### src/rtl/edge_det_pkg.sv
// Shared definitions for the edge/event detector.
// Holds the edge_sel encodings, default parameter values and the
// helper that decides whether a filtered edge counts as an event.
package edge_det_pkg;

  localparam int unsigned CH_DEF          = 8;
  localparam int unsigned SYNC_STAGES_DEF = 2;
  localparam int unsigned FILT_W_DEF      = 4;
  localparam int unsigned CNT_W_DEF       = 8;

  typedef enum logic [1:0] {
    SEL_NONE = 2'b00,
    SEL_RISE = 2'b01,
    SEL_FALL = 2'b10,
    SEL_BOTH = 2'b11
  } edge_sel_e;

  // True when a rise/fall pulse matches the edge selection.
  function automatic logic sel_qualifies(logic [1:0] sel, logic rise, logic fall);
    logic q;
    q = 1'b0;
    case (sel)
      SEL_RISE: q = rise;
      SEL_FALL: q = fall;
      SEL_BOTH: q = rise | fall;
      default:  q = 1'b0;
    endcase
    return q;
  endfunction

endpackage

### src/rtl/edge_chan.sv
// One detector channel: synchroniser, glitch filter, edge pulses,
// sticky event flag and saturating event counter.
// Ports:
//   clk_in, rst_n   clock / async active-low reset
//   raw_i           asynchronous raw input
//   edge_sel_i      edge qualification (none/rise/fall/both)
//   filt_len_i      stable-cycle requirement L (sampled live)
//   clr_i           clears flag and counter (a same-cycle event wins)
//   rise_o, fall_o  one-cycle filtered edge pulses
//   flag_o, cnt_o   sticky event flag and event count
module edge_chan
  import edge_det_pkg::*;
#(
  parameter int unsigned SYNC_STAGES = SYNC_STAGES_DEF,
  parameter int unsigned FILT_W      = FILT_W_DEF,
  parameter int unsigned CNT_W       = CNT_W_DEF
) (
  input  logic              clk_in,
  input  logic              rst_n,
  input  logic              raw_i,
  input  logic [1:0]        edge_sel_i,
  input  logic [FILT_W-1:0] filt_len_i,
  input  logic              clr_i,
  output logic              rise_o,
  output logic              fall_o,
  output logic              flag_o,
  output logic [CNT_W-1:0]  cnt_o
);

  logic [SYNC_STAGES-1:0] sync_q, sync_d;
  logic                   filt_q, filt_d;
  logic [FILT_W-1:0]      fcnt_q, fcnt_d;
  logic                   rise_q, rise_d;
  logic                   fall_q, fall_d;
  logic                   flag_q, flag_d;
  logic [CNT_W-1:0]       ecnt_q, ecnt_d;
  logic                   s;
  logic                   qual;

  assign s    = sync_q[SYNC_STAGES-1];
  assign qual = sel_qualifies(edge_sel_i, rise_q, fall_q);

  // State registers.
  always_ff @(posedge clk_in or negedge rst_n) begin
    if (!rst_n) begin
      sync_q <= '0;
      filt_q <= 1'b0;
      fcnt_q <= '0;
      rise_q <= 1'b0;
      fall_q <= 1'b0;
      flag_q <= 1'b0;
      ecnt_q <= '0;
    end else begin
      sync_q <= sync_d;
      filt_q <= filt_d;
      fcnt_q <= fcnt_d;
      rise_q <= rise_d;
      fall_q <= fall_d;
      flag_q <= flag_d;
      ecnt_q <= ecnt_d;
    end
  end

  // Next-state: filter, edge pulses, flag and counter.
  always_comb begin
    sync_d = {sync_q[SYNC_STAGES-2:0], raw_i};
    filt_d = filt_q;
    fcnt_d = fcnt_q;
    flag_d = flag_q;
    ecnt_d = ecnt_q;

    // >= (not ==) so a mid-count reduction of L still terminates.
    if (s == filt_q) begin
      fcnt_d = '0;
    end else if (fcnt_q >= filt_len_i) begin
      filt_d = s;
      fcnt_d = '0;
    end else begin
      fcnt_d = fcnt_q + FILT_W'(1);
    end

    rise_d = filt_d & ~filt_q;
    fall_d = ~filt_d & filt_q;

    // A qualified event beats a same-cycle clear and restarts the count at 1.
    if (qual) begin
      flag_d = 1'b1;
      if (clr_i) begin
        ecnt_d = CNT_W'(1);
      end else if (ecnt_q != '1) begin
        ecnt_d = ecnt_q + CNT_W'(1);
      end
    end else if (clr_i) begin
      flag_d = 1'b0;
      ecnt_d = '0;
    end
  end

  assign rise_o = rise_q;
  assign fall_o = fall_q;
  assign flag_o = flag_q;
  assign cnt_o  = ecnt_q;

endmodule

### src/rtl/edge_event_det.sv
// Multi-channel filtered edge/event detector.
// Ports:
//   clk_in, rst_n            clock / async active-low reset
//   inpsig[CH]               asynchronous raw inputs
//   edge_sel                 event qualification for all channels
//   filt_len                 glitch-filter length L
//   evt_clr[CH]              per-channel flag/counter clear
//   cnt_sel                  counter read index
//   sig_rising/sig_falling   registered one-cycle edge pulses
//   evt_flag[CH], evt_any    sticky flags and their OR
//   cnt_out                  selected counter (combinational, 0 if out of range)
module edge_event_det
  import edge_det_pkg::*;
#(
  parameter int unsigned CH          = CH_DEF,
  parameter int unsigned SYNC_STAGES = SYNC_STAGES_DEF,
  parameter int unsigned FILT_W      = FILT_W_DEF,
  parameter int unsigned CNT_W       = CNT_W_DEF
) (
  input  logic                                 clk_in,
  input  logic                                 rst_n,
  input  logic [CH-1:0]                        inpsig,
  input  logic [1:0]                           edge_sel,
  input  logic [FILT_W-1:0]                    filt_len,
  input  logic [CH-1:0]                        evt_clr,
  input  logic [((CH > 1) ? $clog2(CH) : 1)-1:0] cnt_sel,
  output logic [CH-1:0]                        sig_rising,
  output logic [CH-1:0]                        sig_falling,
  output logic [CH-1:0]                        evt_flag,
  output logic                                 evt_any,
  output logic [CNT_W-1:0]                     cnt_out
);

  localparam int unsigned SEL_W = (CH > 1) ? $clog2(CH) : 1;

  logic [CNT_W-1:0] cnt_arr [CH];

  for (genvar g = 0; g < CH; g++) begin : g_chan
    edge_chan #(
      .SYNC_STAGES(SYNC_STAGES),
      .FILT_W     (FILT_W),
      .CNT_W      (CNT_W)
    ) u_chan (
      .clk_in    (clk_in),
      .rst_n     (rst_n),
      .raw_i     (inpsig[g]),
      .edge_sel_i(edge_sel),
      .filt_len_i(filt_len),
      .clr_i     (evt_clr[g]),
      .rise_o    (sig_rising[g]),
      .fall_o    (sig_falling[g]),
      .flag_o    (evt_flag[g]),
      .cnt_o     (cnt_arr[g])
    );
  end

  assign evt_any = |evt_flag;

  // Counter read mux; indices with no channel fall through to 0.
  always_comb begin
    cnt_out = '0;
    for (int i = 0; i < int'(CH); i++) begin
      if (cnt_sel == SEL_W'(i)) cnt_out = cnt_arr[i];
    end
  end

endmodule

### config.mk
export PLATFORM = sky130hd
export DESIGN_NAME = edge_event_det
export DESIGN_NICKNAME = d
export VERILOG_FILES = /design/src/rtl/edge_det_pkg.sv /design/src/rtl/edge_chan.sv /design/src/rtl/edge_event_det.sv
export SDC_FILE = /design/constraint.sdc
export NUM_CORES = 1
export LEC_CHECK = 0
export ABC_CLOCK_PERIOD_IN_PS = 2700
export CORE_MARGIN = 5
export CORE_UTILIZATION = 48
export DETAILED_ROUTE_END_ITERATION = 10
export GPL_ROUTABILITY_DRIVEN = 0
export HOLD_SLACK_MARGIN = 0.05
export PLACE_DENSITY = 0.71
export SLEW_MARGIN = 20
export SYNTH_ARGS = -nofsm -noshare
export SYNTH_HDL_FRONTEND = slang
export SYNTH_SLANG_ARGS = --single-unit
### constraint.sdc
create_clock -name clk_in -period 2.7 [get_ports clk_in]
set_clock_uncertainty 0.2 [all_clocks]
set_input_delay 0.81 -clock clk_in [delete_from_list [all_inputs] [get_ports clk_in]]
set_output_delay 0.81 -clock clk_in [all_outputs]
set_load 0.03 [all_outputs]
==> results_dict.tcl <==
set metrics [dict create \
    period_needed_ns 3.030 \
    synth-async-reset-ratio_pct 100.0 \
    tightest_slew_ns 0.4673 \
    drt-initial-drc-count 476 \
    dp_hpwl_um 13720 \
    p_sw_share_pct 29.33 \
    path_max_fanout 5 \
    criticalPathCategory "in2out" \
    comb_power_share_pct 22.6 \
    status "finished with violations" \
    antenna_found_initial 0 \
    core-area_um2 15890 \
    avgSynthCellArea_um2 10.55 \
    die_x_um 137.4 \
    grt_overflow 0 \
    final_cell_area_um2 9948 \
    dp_slack_ns -1.026 \
    totalWireLength_um 19520 \
    synth_top_cells_by_count "dfrtp_1 (144), nor2_1 (85), ha_1 (48), nand2_1 (44), a21oi_1 (39)" \
    cp-startpoint "cnt_sel[0]" \
    slew_headroom_pct 68.82 \
    rows 46 \
    final_nets 935 \
    instances_no_fill 1088 \
    syn_nets 814 \
    rr_startpoint "g_chan[6].u_chan.cnt_o[0]" \
    r2r_cells 6 \
    drc 0 \
    switching_power_mw 2.011 \
    ys.flop_type "dfrtp_1" \
    drt-wirelength-per-cell_um 17.94 \
    p_per_area_nw_per_um2 689.3 \
    grt_usage_pct 21.32 \
    portBuffers 59 \
    max_freq_mhz 330.1 \
    ant_nets 0 \
    ys_types 60 \
    end_kind "primary output" \
    fin_ws_ns -0.3298 \
    synth_top_area_share_pct 46.24 \
    finalSetupViolCount 8 \
    critPathLaunchType "primary input" \
    rsz0062_at_grt "true" \
    cts_tree "done" \
    yosys_warnings 0 \
    drive_above_1_share_pct 21.79 \
    slew_violations 0 \
    worstPathRequired_ns 1.69 \
    numCtsBuffers 17 \
    dr.pass1.iters 5 \
    peakVddDrop_mv 0.4732 \
    fin_tns_setup_ns -1.936 \
    violations "setup timing" \
    synthToLayoutAreaGrowth_pct 27.64 \
    arrival_ns 2.02 \
    synth_top_cell_by_area "dfrtp_1" \
    syn_inst 739 \
    fp.dieH_um 137.4 \
    placed_area_um2 8966 \
    syn-cell-area_um2 7794 \
    via_per_inst 5.734 \
    maxCapViolCount 0 \
    synth.most_common_cell "dfrtp_1" \
    synthTopCellsByArea "dfrtp_1 (46%), ha_1 (7.7%), nor2_1 (4.1%)" \
    clock-sinks 144 \
    synth_edf_count 0 \
    ys_seq_elements 144 \
    layout_worst_path_cycle_share_pct 112.2 \
    hp-class "reg2reg" \
    grt_pass1_vias 6313 \
    leakagePower_nw 4.701 \
    cts.path.max_buffers 2 \
    p_int_mw 4.846 \
    hold_viol 0 \
    pwr-share-clk_pct 38.3 \
    endpoint "cnt_out[2]" \
    placed_cells 1035 \
    cts.clk_slew.worst_paths_ns 0.06 \
    seq_area_frac_synth_pct 46.24 \
    antenna_cells 0 \
    rr_endpoint "g_chan[6].u_chan.cnt_o[5]" \
    seqPwrFrac_pct 39.1 \
    clock_latency_ns 0.43 \
    reg2reg_slack_ns 0.69 \
    vias 6239 \
    grt_max_degree 82 \
    die-area_um2 18890 \
    htreeDepth 4 \
    grt_first_pass_wirelength_um 31190 \
    pin_count 60 \
    root_buffer "clkbuf_16" \
    start_util_pct 49.06 \
]
==> state kept, by name, summed over array words and instances, names as in the netlist <==
signal	count
g_chan.u_chan.cnt_o	64
g_chan.u_chan.fcnt_q	32
g_chan.u_chan.sync_q	16
g_chan.u_chan.fall_o	8
g_chan.u_chan.filt_q	8
g_chan.u_chan.flag_o	8
g_chan.u_chan.rise_o	8
==> critical path, stage by stage <==
cell	delay, ns
buf_12	0.11
buf_4	0.13
buf_6	0.11
buf_4	0.12
mux4_2	0.43
nand2_2	0.11
nand2_2	0.06
buf_6	0.13
==> per-layer routing <==
layer  track usage [%]  wire length (um)
met1             25.65              7923
met2             35.87              9753
met3             4.821              1082
met4             10.75               759
met5                 0                 0
==> stage by stage <==
step	hold slack (ns)	total power, mW	util (%)
after floorplan	0.1312	3.663	-
after global placement	0.1329	4.113	56.44
after detailed placement	0.1347	4.218	56.44
after CTS	0.1477	6.899	62.26
after global routing	0.1618	7.205	62.63
final	0.1488	6.857	62.63
==> power by group through the flow <==
stage / Sequential, mW / Clock (mW) / Combinational, mW
2_1_floorplan: 2.65 / 0 / 1.01
5_1_grt: 2.72 / 2.75 / 1.73
3_3_place_gp: 2.69 / 0 / 1.42
4_1_cts: 2.68 / 2.65 / 1.56
3_5_place_dp: 2.71 / 0 / 1.50
6_report: 2.68 / 2.63 / 1.55
==> worst min path at each step <==
stage	from	endpoint	slack [ns]	cells past startpoint
4_1_cts	g_chan[0].u_chan.sync_q[0]	g_chan[0].u_chan.sync_q[1]	0.15	0
3_5_place_dp	g_chan[0].u_chan.sync_q[0]	g_chan[0].u_chan.sync_q[1]	0.13	0
2_1_floorplan	g_chan[0].u_chan.sync_q[0]	g_chan[0].u_chan.sync_q[1]	0.13	0
6_report	g_chan[2].u_chan.sync_q[0]	g_chan[2].u_chan.sync_q[1]	0.15	0
5_1_grt	g_chan[0].u_chan.sync_q[0]	g_chan[0].u_chan.sync_q[1]	0.16	0
3_3_place_gp	g_chan[2].u_chan.sync_q[0]	g_chan[2].u_chan.sync_q[1]	0.13	0
==> what timing repair did <==
item                                    4_1_cts  5_1_grt
setup buffers                                16        6
endpoints found under the setup margin        9        9
hold buffers                                  1        0
hold endpoints to repair                     10        0
gates resized for setup                      65       25
pin swaps                                    14       12
gates cloned                                  1        0
==> placed cells by master, fill, tap and decap left out, types with 4 or more instances in the layout <==
cell type / count
dfrtp_1: 144
nor2_1: 83
buf_4: 73
ha_1: 48
clkdlybuf4s50_1: 46
a21oi_1: 37
nand2_1: 31
nand3_1: 30
xor2_1: 29
inv_1: 28
o211ai_1: 19
o21ai_0: 18
clkbuf_16: 17
and3b_1: 16
mux2i_1: 16
nor3_1: 14
xnor2_1: 13
nand2_2: 13
and3_1: 13
nand2b_1: 11
nand4_1: 11
mux4_2: 10
a211oi_1: 10
buf_12: 10
buf_6: 10
mux2_2: 8
a21o_1: 7
and4_1: 6
a22o_2: 6
clkinvlp_4: 5
nor4_1: 5
nor3b_1: 5
bufinv_16: 5
a22o_1: 4
a311oi_1: 4
==> cell families (layout without fill, tap and decap cells) <==
group	Yosys count	in the layout	synth area share, %
AND/OR/NAND/NOR	257	257	16.84
flip-flops	144	144	46.24
buffers and inverters	72	205	5.153
XOR/XNOR	42	42	4.720
multiplexers	34	34	6.101
adder cells (fa/ha/maj)	48	48	7.706
AO/OA/AOI/OAI	142	142	13.24
==> final cells by class <==
| type | count | area, um2 |
|---|---|---|
| well taps | 216 | 270.3 |
| fillers | 1218 | 5937 |
| multi-input cells | 523 | 3894 |
| clock inverters | 12 | 206.4 |
| clock buffers | 19 | 452.9 |
| repair buffers | 145 | 1409 |
| inverters | 29 | 112.6 |
| flip-flops and latches | 144 | 3603 |
(Power assumes the default switching activity.)
